[config.mk]
export PLATFORM = sky130hd
export DESIGN_NAME = parity_check_scheduler
export DESIGN_NICKNAME = d
export VERILOG_FILES = /design/src/rtl/parity_pkg.sv /design/src/rtl/parity_checker.sv /design/src/rtl/parity_check_scheduler.sv
export SDC_FILE = /design/constraint.sdc
export NUM_CORES = 1
export LEC_CHECK = 0
export CAP_MARGIN = 10
export CORE_ASPECT_RATIO = 2
export CORE_MARGIN = 5
export CORE_UTILIZATION = 46
export CTS_BUF_LIST = sky130_fd_sc_hd__clkbuf_8
export DETAILED_ROUTE_END_ITERATION = 10
export PLACE_DENSITY = 0.81
export SLEW_MARGIN = 25
export SYNTH_ARGS = -nofsm -noshare
export SYNTH_HDL_FRONTEND = slang
export SYNTH_SLANG_ARGS = --single-unit
[constraint.sdc]
create_clock -name clk -period 2.5 [get_ports clk]
set_input_delay 0.25 -clock clk [delete_from_list [all_inputs] [get_ports clk]]
set_output_delay 0.25 -clock clk [all_outputs]
set_load 0.01 [all_outputs]
[src/rtl/parity_pkg.sv]
// Shared constants and state type for the parity check scheduler.
// The state values are fixed so status decoders elsewhere can rely on them.
package parity_pkg;

    localparam logic [1:0] ST_IDLE  = 2'd0;
    localparam logic [1:0] ST_CHECK = 2'd1;
    localparam logic [1:0] ST_RESP  = 2'd2;

    localparam logic PARITY_EVEN = 1'b0;

    localparam int DEFAULT_DATA_W = 4;

    typedef enum logic [1:0] {
        IDLE  = ST_IDLE,
        CHECK = ST_CHECK,
        RESP  = ST_RESP
    } state_e;

endpackage

[src/rtl/parity_checker.sv]
// Combinational even-parity checker: flags an error when the data plus
// parity bit carry an odd number of ones.
module parity_checker
    import parity_pkg::*;
#(
    parameter int DATA_W = DEFAULT_DATA_W
) (
    input  logic [DATA_W-1:0] data_in,
    input  logic              parity_bit,
    output logic              error_flag
);

    assign error_flag = (^{data_in, parity_bit}) != PARITY_EVEN;

endmodule

[src/rtl/parity_check_scheduler.sv]
// Round-robin scheduler sharing one parity checker among N_REQ requesters,
// with a registered tagged response and a saturating error counter.
module parity_check_scheduler
    import parity_pkg::*;
#(
    parameter  int N_REQ  = 4,
    parameter  int DATA_W = DEFAULT_DATA_W,
    parameter  int CNT_W  = 8,
    localparam int ID_W   = $clog2(N_REQ)
) (
    input  logic                    clk,
    input  logic                    rst_n,
    input  logic [N_REQ-1:0]        req_valid,
    input  logic [N_REQ*DATA_W-1:0] req_data,
    input  logic [N_REQ-1:0]        req_parity,
    output logic [N_REQ-1:0]        req_ready,
    output logic                    resp_valid,
    input  logic                    resp_ready,
    output logic [ID_W-1:0]         resp_id,
    output logic [DATA_W-1:0]       resp_data,
    output logic                    resp_error,
    input  logic                    err_clr,
    output logic [CNT_W-1:0]        err_count,
    output logic                    busy
);

    state_e              state_q;
    logic [ID_W-1:0]     last_q;
    logic [DATA_W-1:0]   opData_q;
    logic                opParity_q;
    logic [ID_W-1:0]     opId_q;
    logic                respValid_q;
    logic                respError_q;
    logic [ID_W-1:0]     respId_q;
    logic [DATA_W-1:0]   respData_q;
    logic [CNT_W-1:0]    errCnt_q;
    logic [CNT_W-1:0]    errCnt_d;

    logic                grantValid;
    logic [ID_W-1:0]     grantId;
    logic                checkErr;

    // Scan downward in offset so the requester closest after last_q wins.
    always_comb begin
        grantValid = 1'b0;
        grantId    = '0;
        for (int k = N_REQ; k >= 1; k--) begin
            if (req_valid[(int'(last_q) + k) % N_REQ]) begin
                grantValid = 1'b1;
                grantId    = ID_W'((int'(last_q) + k) % N_REQ);
            end
        end
    end

    always_comb begin
        req_ready = '0;
        if (state_q == IDLE && grantValid) begin
            req_ready[grantId] = 1'b1;
        end
    end

    parity_checker #(
        .DATA_W(DATA_W)
    ) u_checker (
        .data_in   (opData_q),
        .parity_bit(opParity_q),
        .error_flag(checkErr)
    );

    // Clear takes priority over a same-cycle increment.
    always_comb begin
        errCnt_d = errCnt_q;
        if (err_clr) begin
            errCnt_d = '0;
        end else if (state_q == CHECK && checkErr && errCnt_q != {CNT_W{1'b1}}) begin
            errCnt_d = errCnt_q + 1'b1;
        end
    end

    always_ff @(posedge clk or negedge rst_n) begin
        if (!rst_n) begin
            state_q     <= IDLE;
            last_q      <= ID_W'(N_REQ - 1);
            opData_q    <= '0;
            opParity_q  <= 1'b0;
            opId_q      <= '0;
            respValid_q <= 1'b0;
            respError_q <= 1'b0;
            respId_q    <= '0;
            respData_q  <= '0;
            errCnt_q    <= '0;
        end else begin
            errCnt_q <= errCnt_d;
            case (state_q)
                IDLE: begin
                    if (grantValid) begin
                        opData_q   <= req_data[grantId*DATA_W +: DATA_W];
                        opParity_q <= req_parity[grantId];
                        opId_q     <= grantId;
                        last_q     <= grantId;
                        state_q    <= CHECK;
                    end
                end
                CHECK: begin
                    respError_q <= checkErr;
                    respData_q  <= opData_q;
                    respId_q    <= opId_q;
                    respValid_q <= 1'b1;
                    state_q     <= RESP;
                end
                RESP: begin
                    if (resp_ready) begin
                        respValid_q <= 1'b0;
                        state_q     <= IDLE;
                    end
                end
                default: begin
                    state_q <= IDLE;
                end
            endcase
        end
    end

    assign resp_valid = respValid_q;
    assign resp_error = respError_q;
    assign resp_id    = respId_q;
    assign resp_data  = respData_q;
    assign err_count  = errCnt_q;
    assign busy       = (state_q != IDLE);

endmodule

==> flow_summary_export.csv, run 1 <==
group,metric,value,unit
die,fp.dieW,49.8,um
logic_synthesis,async_flop_share,100,%
grt,grt_max_degree,28,
sta,hold_violations,0,
logic_synthesis,synth_top_area_cell,"dfrtp_1",
clock_network,cts.reportedPaths.clkPinSlew,0.10,ns
die,initial_core_util,46.8,%
grt,grt_pass1_vias,1185,
die,die-area,0.00447,mm^2
grt,grt_pass1_wl,5.15,mm
logic_synthesis,synthesis.nets,161,
power,combPwrFrac,55.8,%
logic_synthesis,synthTopCellsByCount,"dfrtp_1, nor2_1, nand2_1, mux2i_1, xnor2_1",
drt,via_per_inst,5.38,
drt,detailroute.via_count,1163,
clock_network,cts_root_buf,"clkbuf_8",
worst_setup_path,end_kind,"output port",
cells_and_area,nets,215,
clock_network,clock_path_buffers,2,
worst_setup_path,worstSetupPathType,"reg2out",
power,p_seq_share,32.9,%
die,die_h,89.6,um
worst_setup_path,r2r-start,"last_q[0]",
sta,slew-limit-headroom,76.1,%
logic_synthesis,syn_area,0.00146,mm^2
sta,worstMarginPinSlew,0.356,ns
grt,grt.overflow.total,0,
worst_setup_path,crit_required,2.25,ns
logic_synthesis,syn_inst,132,
sta,rsz0062_at_grt,"false",
logic_synthesis,synth_top_area_share,42.9,%
drt,drc,0,
logic_synthesis,synth.avg_cell_area,11.1,um^2
sta,max_freq,420,MHz
drt,drt-pass1-iter-count,4,
worst_setup_path,reg2reg_setup_slack,0.61,ns
sta,fin_crit_sh,95.2,%
grt,grt_usage,14.9,%
drt,wl_per_cell,14.5,um
cells_and_area,area_growth,39.0,%
logic_synthesis,synth_ff_type,"dfrtp_1",
power,switching_share,39.1,%
cells_and_area,antenna_cells,0,
worst_setup_path,cp_max_fo,4,
logic_synthesis,synth_edf_count,0,
sta,skew,0.00766,ns
power,vdd_drop_max,0.000739,V
job,maxCapViolations,0,
clock_network,cts_resized,0,
logic_synthesis,ys_seq_elements,27,
worst_setup_path,crit_chain,"nand2b_1 > a21oi_1 > a211oi_4 > inv_1 > nor2_1 > clkdlybuf4s50_1",
place,detailed_place_hpwl,2.57,mm
worst_setup_path,reg2reg_depth,6,
sta,fin_setup_tns,0,ns
run_status,status,"finished, final reports clean",
logic_synthesis,ys_warn_count,0,
die,fp-row-count,29,
worst_setup_path,critPathSlowestCell,"dfstp_2",
logic_synthesis,ys_top_cells_by_area,"dfrtp_1, mux2i_1, mux2_2",
sta,setup_viol,0,
power,leakagePower,0.000860,uW
logic_synthesis,ys_types,31,
worst_hold_path,hold_path_class,"in2async",
grt,antenna_found_initial,0,
drt,drt-total-wl,3.13,mm
worst_setup_path,startpoint_type,"flip-flop",
clock_network,cts_tree,"done",
drt,ant_nets,0,
power,clkPwrFrac,11.4,%
logic_synthesis,yosysSeqAreaShare,46.5,%
place,io_buffers,48,
clock_network,cts_buffers,3,
power,p_per_area,1130,mW/mm^2
cells_and_area,drive_gt1_share,13.5,%
place,postPlaceCellArea,0.00198,mm^2
die,coreArea,0.00312,mm^2
sta,slew_violations,0,
cells_and_area,fillerInstances,264,
clock_network,clock-sinks,27,
clock_network,clk_latency,0.28,ns
logic_synthesis,synth_most_common_cell,"dfrtp_1",
power,p_sw,894,uW
cells_and_area,fin_area,0.00203,mm^2
place,gpl.final_weighted_congestion,0.718,
drt,drtIter0Drc,22,
worst_setup_path,rr_endpoint,"opData_q[0]",
worst_setup_path,worstPathArrival,2.13,ns
power,power.internal,1390,uW
clock_network,htreeDepth,1,
sta,finalCriticalPeriod,2.38,ns
worst_setup_path,cp_slowest_stage_delay,0.55,ns
die,ios,49,
==> cells by family (layout without fill, tap and decap cells) <==
| logic type | after synthesis | after routing | share of synthesized area [%] |
|---|---|---|---|
| buffers and inverters | 8 | 61 | 3.52 |
| muxes | 16 | 16 | 11.5 |
| and+or+nand+nor | 50 | 50 | 17.8 |
| AOI/OAI and AO/OA | 20 | 20 | 10.2 |
| xor gates and xnor gates | 10 | 10 | 9.61 |
| DFF | 27 | 27 | 46.5 |
| adders and majority gates | 1 | 1 | 0.857 |
==> through the flow <==
step	util, %	power [uW]	hold slack (ns)	instances	worst slack, ns
2_1_floorplan	-	1630	-0.0456	132	0.697
3_3_place_gp	63.4	2010	0.460	212	0.286
3_5_place_dp	63.4	2060	0.472	212	0.202
4_1_cts	65.0	2320	0.343	216	0.0955
5_1_grt	65.0	2440	0.372	216	0.00432
6_report	65.0	2290	0.330	216	0.119
==> timing repair <==
action,in CTS,in global routing
hold buffers,0,0
buffers inserted,0,0
endpoints found under the setup margin,0,1
==> cell usage in the layout (no fill, tap or decap) <==
cell type        count
a41o_2               1
nand2_1             15
nand3_1              3
clkdlybuf4s50_1     48
clkbuf_8             3
a21o_1               1
and4_1               1
xnor2_1              7
nand4_1              1
a21oi_1              6
nand2b_1             6
o21ai_0              3
nor3b_1              1
xnor2_4              2
buf_4                5
or2_1                1
xnor3_2              1
dfrtp_1             25
a211oi_4             1
nor2_1              16
nor3_1               4
clkinvlp_4           1
nor4_4               2
o211ai_1             1
ha_1                 1
inv_2                1
o221ai_1             6
dfstp_2              2
mux2i_1             10
o21ai_1              1
mux2_2               6
inv_1                3
==> cell type report <==
type / instances / area [um^2] / area share [%]
Tap cell: 31 / 38.8 / 1.91
Clock buffer: 3 / 41.3 / 2.04
Inverter: 4 / 15.0 / 0.740
Timing Repair Buffer: 53 / 518 / 25.5
Clock inverter: 1 / 7.51 / 0.370
Multi-Input combinational cell: 97 / 729 / 36.0
Sequential cell: 27 / 678 / 33.4
==> worst max-delay path: cells and delay by family (launching register included) <==
kind	cells	cell delay, ns
AND/OR/NAND/NOR	2	0.26
AO/OA/AOI/OAI	2	0.41
flip-flops	1	0.55
buffers and inverters	2	0.63
==> power groups by stage <==
stage	Sequential [uW]	Clock, uW	Combinational, uW
final	752	260	1280
after global routing	770	284	1390
after CTS	753	264	1300
after detailed placement	763	0	1290
after global placement	746	0	1260
after floorplan	761	0	870
==> state kept, by name, indices dropped and copies added, names as in the netlist <==
name	flops
err_count	8
last_q	2
opData_q	4
opId_q	2
opParity_q	1
resp_data	4
resp_error	1
resp_id	2
resp_valid	1
state_q	2
==> how the worst max path moves through the flow <==
stage | from | end | slack (ns) | depth (start not counted)
3_5_place_dp | req_valid[2] | req_ready[2] | 0.20 | 7
4_1_cts | last_q[0] | req_ready[2] | 0.1 | 6
5_1_grt | last_q[0] | req_ready[2] | 0.004 | 6
6_report | last_q[0] | req_ready[2] | 0.12 | 6
2_1_floorplan | last_q[0] | req_ready[0] | 0.70 | 6
3_3_place_gp | req_valid[2] | req_ready[0] | 0.29 | 7
==> layer usage <==
metal | routed length [um] | share of wire (%) | up-vias | GRT usage (%)
li1 | - | - | 569 | -
met1 | 1130 | 36 | 553 | 15.3
met2 | 1750 | 56 | 36 | 27.6
met3 | 182 | 5.8 | 5 | 2.98
met4 | 68 | 2.2 | 0 | 7.88
met5 | 0 | 0 | - | 0
Power figures use the tool's default switching activity.
==> inputs of run 2 (changes only) <==
--- a/config.mk
+++ b/config.mk
@@ -11,7 +11,8 @@
 export CORE_UTILIZATION = 46
 export CTS_BUF_LIST = sky130_fd_sc_hd__clkbuf_8
 export DETAILED_ROUTE_END_ITERATION = 10
-export PLACE_DENSITY = 0.81
+export GPL_TIMING_DRIVEN = 1
+export PLACE_DENSITY_LB_ADDON = 0.12
 export SLEW_MARGIN = 25
 export SYNTH_ARGS = -nofsm -noshare
 export SYNTH_HDL_FRONTEND = slang
==> flow_summary_export.csv, run 2 (same netlist as run 1, synthesis figures left out) <==
group,metric,value,unit
run_status,status,"finished, final reports clean",
place,io_buffers,48,
sta,worstMarginPinSlew,0.382,ns
sta,finalCriticalPeriod,2.36,ns
power,vdd_drop_max,0.000644,V
cells_and_area,fin_area,0.00203,mm^2
sta,fin_crit_sh,94.2,%
worst_setup_path,r2r-start,"last_q[0]",
die,fp.dieW,49.8,um
worst_setup_path,crit_required,2.25,ns
grt,grt_pass1_vias,1254,
cells_and_area,mostFrequentLayoutCell,"clkdlybuf4s50_1",
die,ios,49,
worst_setup_path,end_kind,"output port",
die,fp-row-count,29,
worst_setup_path,reg2reg_setup_slack,0.64,ns
die,initial_core_util,46.8,%
grt,grt_usage,15.1,%
cells_and_area,fillerInstances,267,
worst_setup_path,startpoint_type,"flip-flop",
worst_setup_path,reg2reg_depth,6,
clock_network,clk_latency,0.27,ns
cells_and_area,final_util,65.1,%
die,coreArea,0.00312,mm^2
worst_hold_path,hold_path_class,"in2async",
grt,grt.overflow.total,0,
sta,hold_violations,0,
sta,slew_violations,0,
cells_and_area,final_cell_mix,"clkdlybuf4s50_1, dfrtp_1, nor2_1",
grt,grt_use_met3,2.15,%
clock_network,htreeDepth,1,
sta,slew-limit-headroom,74.4,%
power,leakagePower,0.000881,uW
die,die_h,89.6,um
clock_network,cts_root_buf,"clkbuf_8",
clock_network,cts_setup_buffers,0,
cells_and_area,antenna_cells,0,
die,die-area,0.00447,mm^2
grt,met2_usage,31.8,%
power,p_per_area,1120,mW/mm^2
cells_and_area,nets,215,
cells_and_area,drive_gt1_share,14.1,%
place,gpl.final_weighted_congestion,0.807,
clock_network,cts.reportedPaths.clkPinSlew,0.10,ns
cells_and_area,multi_input_area,732,um^2
drt,via_per_inst,5.38,
worst_setup_path,worstPathArrival,2.11,ns
sta,setup_viol,0,
drt,drt-total-wl,3.21,mm
grt,grt_max_degree,28,
grt,gr-usage-met1,14.3,%
drt,detailroute.via_count,1162,
place,dp_slack,0.202,ns
clock_network,clock-sinks,27,
sta,skew,0.00628,ns
place,postPlaceCellArea,0.00198,mm^2
cells_and_area,largest_register_ffs,8,
drt,drtIter0Drc,12,
sta,rsz0062_at_grt,"false",
sta,fin_setup_tns,0,ns
clock_network,cts_tree,"done",
place,detailed_place_hpwl,2.67,mm
drt,wl_per_cell,14.8,um
worst_setup_path,rr_endpoint,"opData_q[1]",
drt,drc,0,
drt,drt-pass1-iter-count,4,
worst_setup_path,cp_max_fo,4,
cells_and_area,regArea,678,um^2
grt,antenna_found_initial,0,
sta,fin_ws,0.144,ns
job,maxCapViolations,0,
drt,ant_nets,0,
clock_network,clock_path_buffers,2,
grt,grt_pass1_wl,5.36,mm
sta,holdWs,0.347,ns
worst_setup_path,worstSetupPathType,"reg2out",
sta,max_freq,424,MHz
cells_and_area,area_growth,39.2,%
grt,gr-max-usage-layer,"met2",
clock_network,cts_buffers,3,
run 2: what timing repair did:
action	CTS	global route
setup endpoints to repair	0	3
hold buffers	0	0
endpoints found under the hold margin	0	0
resized for setup	0	2
run 2: worst max path at each step:
| stage | startpoint | end | slack [ns] | depth (start not counted) |
|---|---|---|---|---|
| finish | last_q[0] | req_ready[0] | 0.14 | 6 |
| global route | last_q[0] | req_ready[0] | 0.01 | 6 |
| CTS | state_q[1] | req_ready[1] | 0.11 | 6 |
| detailed placement | req_valid[1] | req_ready[1] | 0.20 | 7 |
| global placement | req_valid[2] | req_ready[0] | 0.26 | 7 |
| floorplan | last_q[0] | req_ready[0] | 0.70 | 6 |
run 2: power breakdown:
part / internal, uW / leakage [uW] / switching [uW]
Combinational: 668 / 0.000517 / 614
Sequential: 613 / 0.000338 / 141
Clock: 111 / 0.0000255 / 134
Total: 1390 / 0.000881 / 888
run 2: layout make-up:
class / count / share of cell area, %
Clock buffer: 3 / 2.03
Sequential cell: 27 / 33.4
Inverter: 4 / 0.739
Multi-Input combinational cell: 97 / 36.0
Tap cell: 31 / 1.91
Clock inverter: 1 / 0.246
Timing Repair Buffer: 53 / 25.6
run 2: stage by stage:
stage / std cells / power [uW]
floorplan: 132 / 1630
global placement: 212 / 2030
detailed placement: 212 / 2060
CTS: 216 / 2300
global route: 216 / 2450
finish: 216 / 2280
run 2: worst max-delay path, cell delays in order (launching register included):
cell             delay [ns]
dfstp_2                0.56
nand2b_1               0.14
a21oi_1                0.11
a211oi_4               0.28
inv_1                  0.09
nor2_1                 0.12
clkdlybuf4s50_1        0.55
run 2: layer usage:
metal	vias to the layer above	part of all wire, %
met5	-	0
met4	0	0.72
met3	2	6.5
met2	38	59
met1	558	34
li1	564	-
==> inputs of run 3 (changes only) <==
--- a/config.mk
+++ b/config.mk
@@ -5,10 +5,9 @@
 export SDC_FILE = /design/constraint.sdc
 export NUM_CORES = 1
 export LEC_CHECK = 0
-export CAP_MARGIN = 10
 export CORE_ASPECT_RATIO = 2
 export CORE_MARGIN = 5
-export CORE_UTILIZATION = 46
+export CORE_UTILIZATION = 40
 export CTS_BUF_LIST = sky130_fd_sc_hd__clkbuf_8
 export DETAILED_ROUTE_END_ITERATION = 10
 export GPL_TIMING_DRIVEN = 1
==> flow_summary_export.csv, run 3 (same netlist as run 1, synthesis figures left out) <==
group,metric,value,unit
die,fp.dieW,52.7,um
power,switching_share,39.0,%
grt,grt_max_degree,28,
worst_setup_path,r2r-start,"last_q[0]",
sta,fin_crit_sh,93.8,%
die,die-area,0.00503,mm^2
place,gpl.final_weighted_congestion,0.827,
worst_setup_path,critPathSlowestCell,"clkdlybuf4s50_1",
place,io_buffers,48,
worst_setup_path,worstPathArrival,2.09,ns
job,maxCapViolations,0,
sta,max_freq,426,MHz
sta,hold_violations,0,
grt,grt_pass1_wl,5.42,mm
sta,holdWs,0.345,ns
power,combPwrFrac,56.5,%
drt,via_per_inst,5.00,
worst_setup_path,end_kind,"output port",
drt,drtIter0Drc,10,
die,die_h,95.4,um
worst_setup_path,reg2reg_depth,6,
cells_and_area,final_cell_mix,"clkdlybuf4s50_1, dfrtp_1, nor2_1",
clock_network,htreeDepth,1,
clock_network,clock-sinks,27,
worst_setup_path,worstSetupPathType,"reg2out",
clock_network,cts_setup_buffers,0,
grt,grt_pass1_vias,1272,
worst_setup_path,startpoint_type,"flip-flop",
drt,ant_nets,0,
power,p_per_area,1110,mW/mm^2
sta,setup_viol,0,
clock_network,cts_buffers,3,
drt,wl_per_cell,13.6,um
clock_network,cts_root_buf,"clkbuf_8",
power,power.internal,1390,uW
place,dp_cells,230,
worst_setup_path,cp_max_fo,4,
drt,drc,0,
sta,skew,0.00122,ns
clock_network,cts_hold_buffers,0,
clock_network,cts_tree,"done",
sta,rsz0062_at_grt,"false",
cells_and_area,drive_gt1_share,13.0,%
drt,drt-pass1-iter-count,3,
die,fp-row-count,31,
worst_hold_path,hold_path_class,"in2async",
drt,detailroute.via_count,1170,
worst_setup_path,cp_slowest_stage_delay,0.55,ns
worst_setup_path,crit_start,"last_q[0]",
cells_and_area,mostFrequentLayoutCell,"clkdlybuf4s50_1",
cells_and_area,largest_register_ffs,8,
power,p_sw,890,uW
grt,antenna_found_initial,0,
power,vdd_drop_max,0.000904,V
worst_setup_path,crit_required,2.25,ns
power,clkPwrFrac,10.6,%
sta,finalCriticalPeriod,2.34,ns
cells_and_area,area_growth,40.3,%
clock_network,cts_resized,0,
clock_network,cts.reportedPaths.clkPinSlew,0.09,ns
cells_and_area,nets,215,
die,coreArea,0.00357,mm^2
power,leakagePower,0.000865,uW
cells_and_area,antenna_cells,0,
sta,fin_setup_tns,0,ns
die,initial_core_util,40.9,%
cells_and_area,fin_cells,234,
worst_setup_path,crit_chain,"nand2b_1 > o21ai_1 > a211oi_4 > inv_1 > nor2_1 > clkdlybuf4s50_1",
clock_network,clk_latency,0.27,ns
sta,worstMarginPinSlew,0.367,ns
grt,grt_usage,14.0,%
grt,grt.overflow.total,0,
clock_network,clock_path_buffers,2,
place,detailed_place_hpwl,2.61,mm
die,ios,49,
power,p_seq_share,32.9,%
power,finalPower,2280,uW
run_status,status,"finished, final reports clean",
sta,slew_violations,0,
sta,slew-limit-headroom,75.5,%
drt,drt-total-wl,3.18,mm
## run 3: power by group through the flow
stage	logic [uW]	clock network (uW)	registers, uW
2_1_floorplan	870	0	761
3_3_place_gp	1280	0	748
4_1_cts	1310	252	753
6_report	1290	242	751
3_5_place_dp	1310	0	760
5_1_grt	1410	260	776
## run 3: critical path: cells and delay by family (launching register included)
family                 cells  cell delay [ns]
AOI/OAI and AO/OA          2             0.43
buffers and inverters      2             0.64
DFF                        1             0.54
and+or+nand+nor            2             0.22
## run 3: layer usage
| layer | track usage [%] | share of wire [%] | up-vias |
|---|---|---|---|
| met2 | 25.4 | 56 | 34 |
| met3 | 1.10 | 4.2 | 6 |
| met1 | 16.2 | 38 | 558 |
| met5 | 0 | 0 | - |
| li1 | - | - | 572 |
| met4 | 5.97 | 2.0 | 0 |
## run 3: through the flow
step	util, %	instance area, um^2	setup slack (ns)
3_5_place_dp	56.1	2000	0.217
5_1_grt	57.4	2050	0.0150
6_report	57.4	2050	0.155
3_3_place_gp	56.1	2000	0.264
2_1_floorplan	-	1460	0.697
4_1_cts	57.4	2050	0.135
## run 3: path summary, 6_finish.rpt
kind | to | slack, ns
worst max-delay path | req_ready[0] | 0.16
worst min-delay path | resp_valid | 0.34
worst max register to register | opData_q[1] | 0.64
worst min register to register | opId_q[1] | 0.49
max in group asynchronous | last_q[0] | 1.86
min in group clk | opId_q[1] | 0.49
## run 3: area by class of cell
class                      count  area (um^2)
multi-input combinational     97          729
inverter                       4         15.0
tap                           49         61.3
sequential                    27          678
fill                         336         1520
clock buffer                   3         41.3
clock inverter                 1         3.75
timing repair buffer          53          518
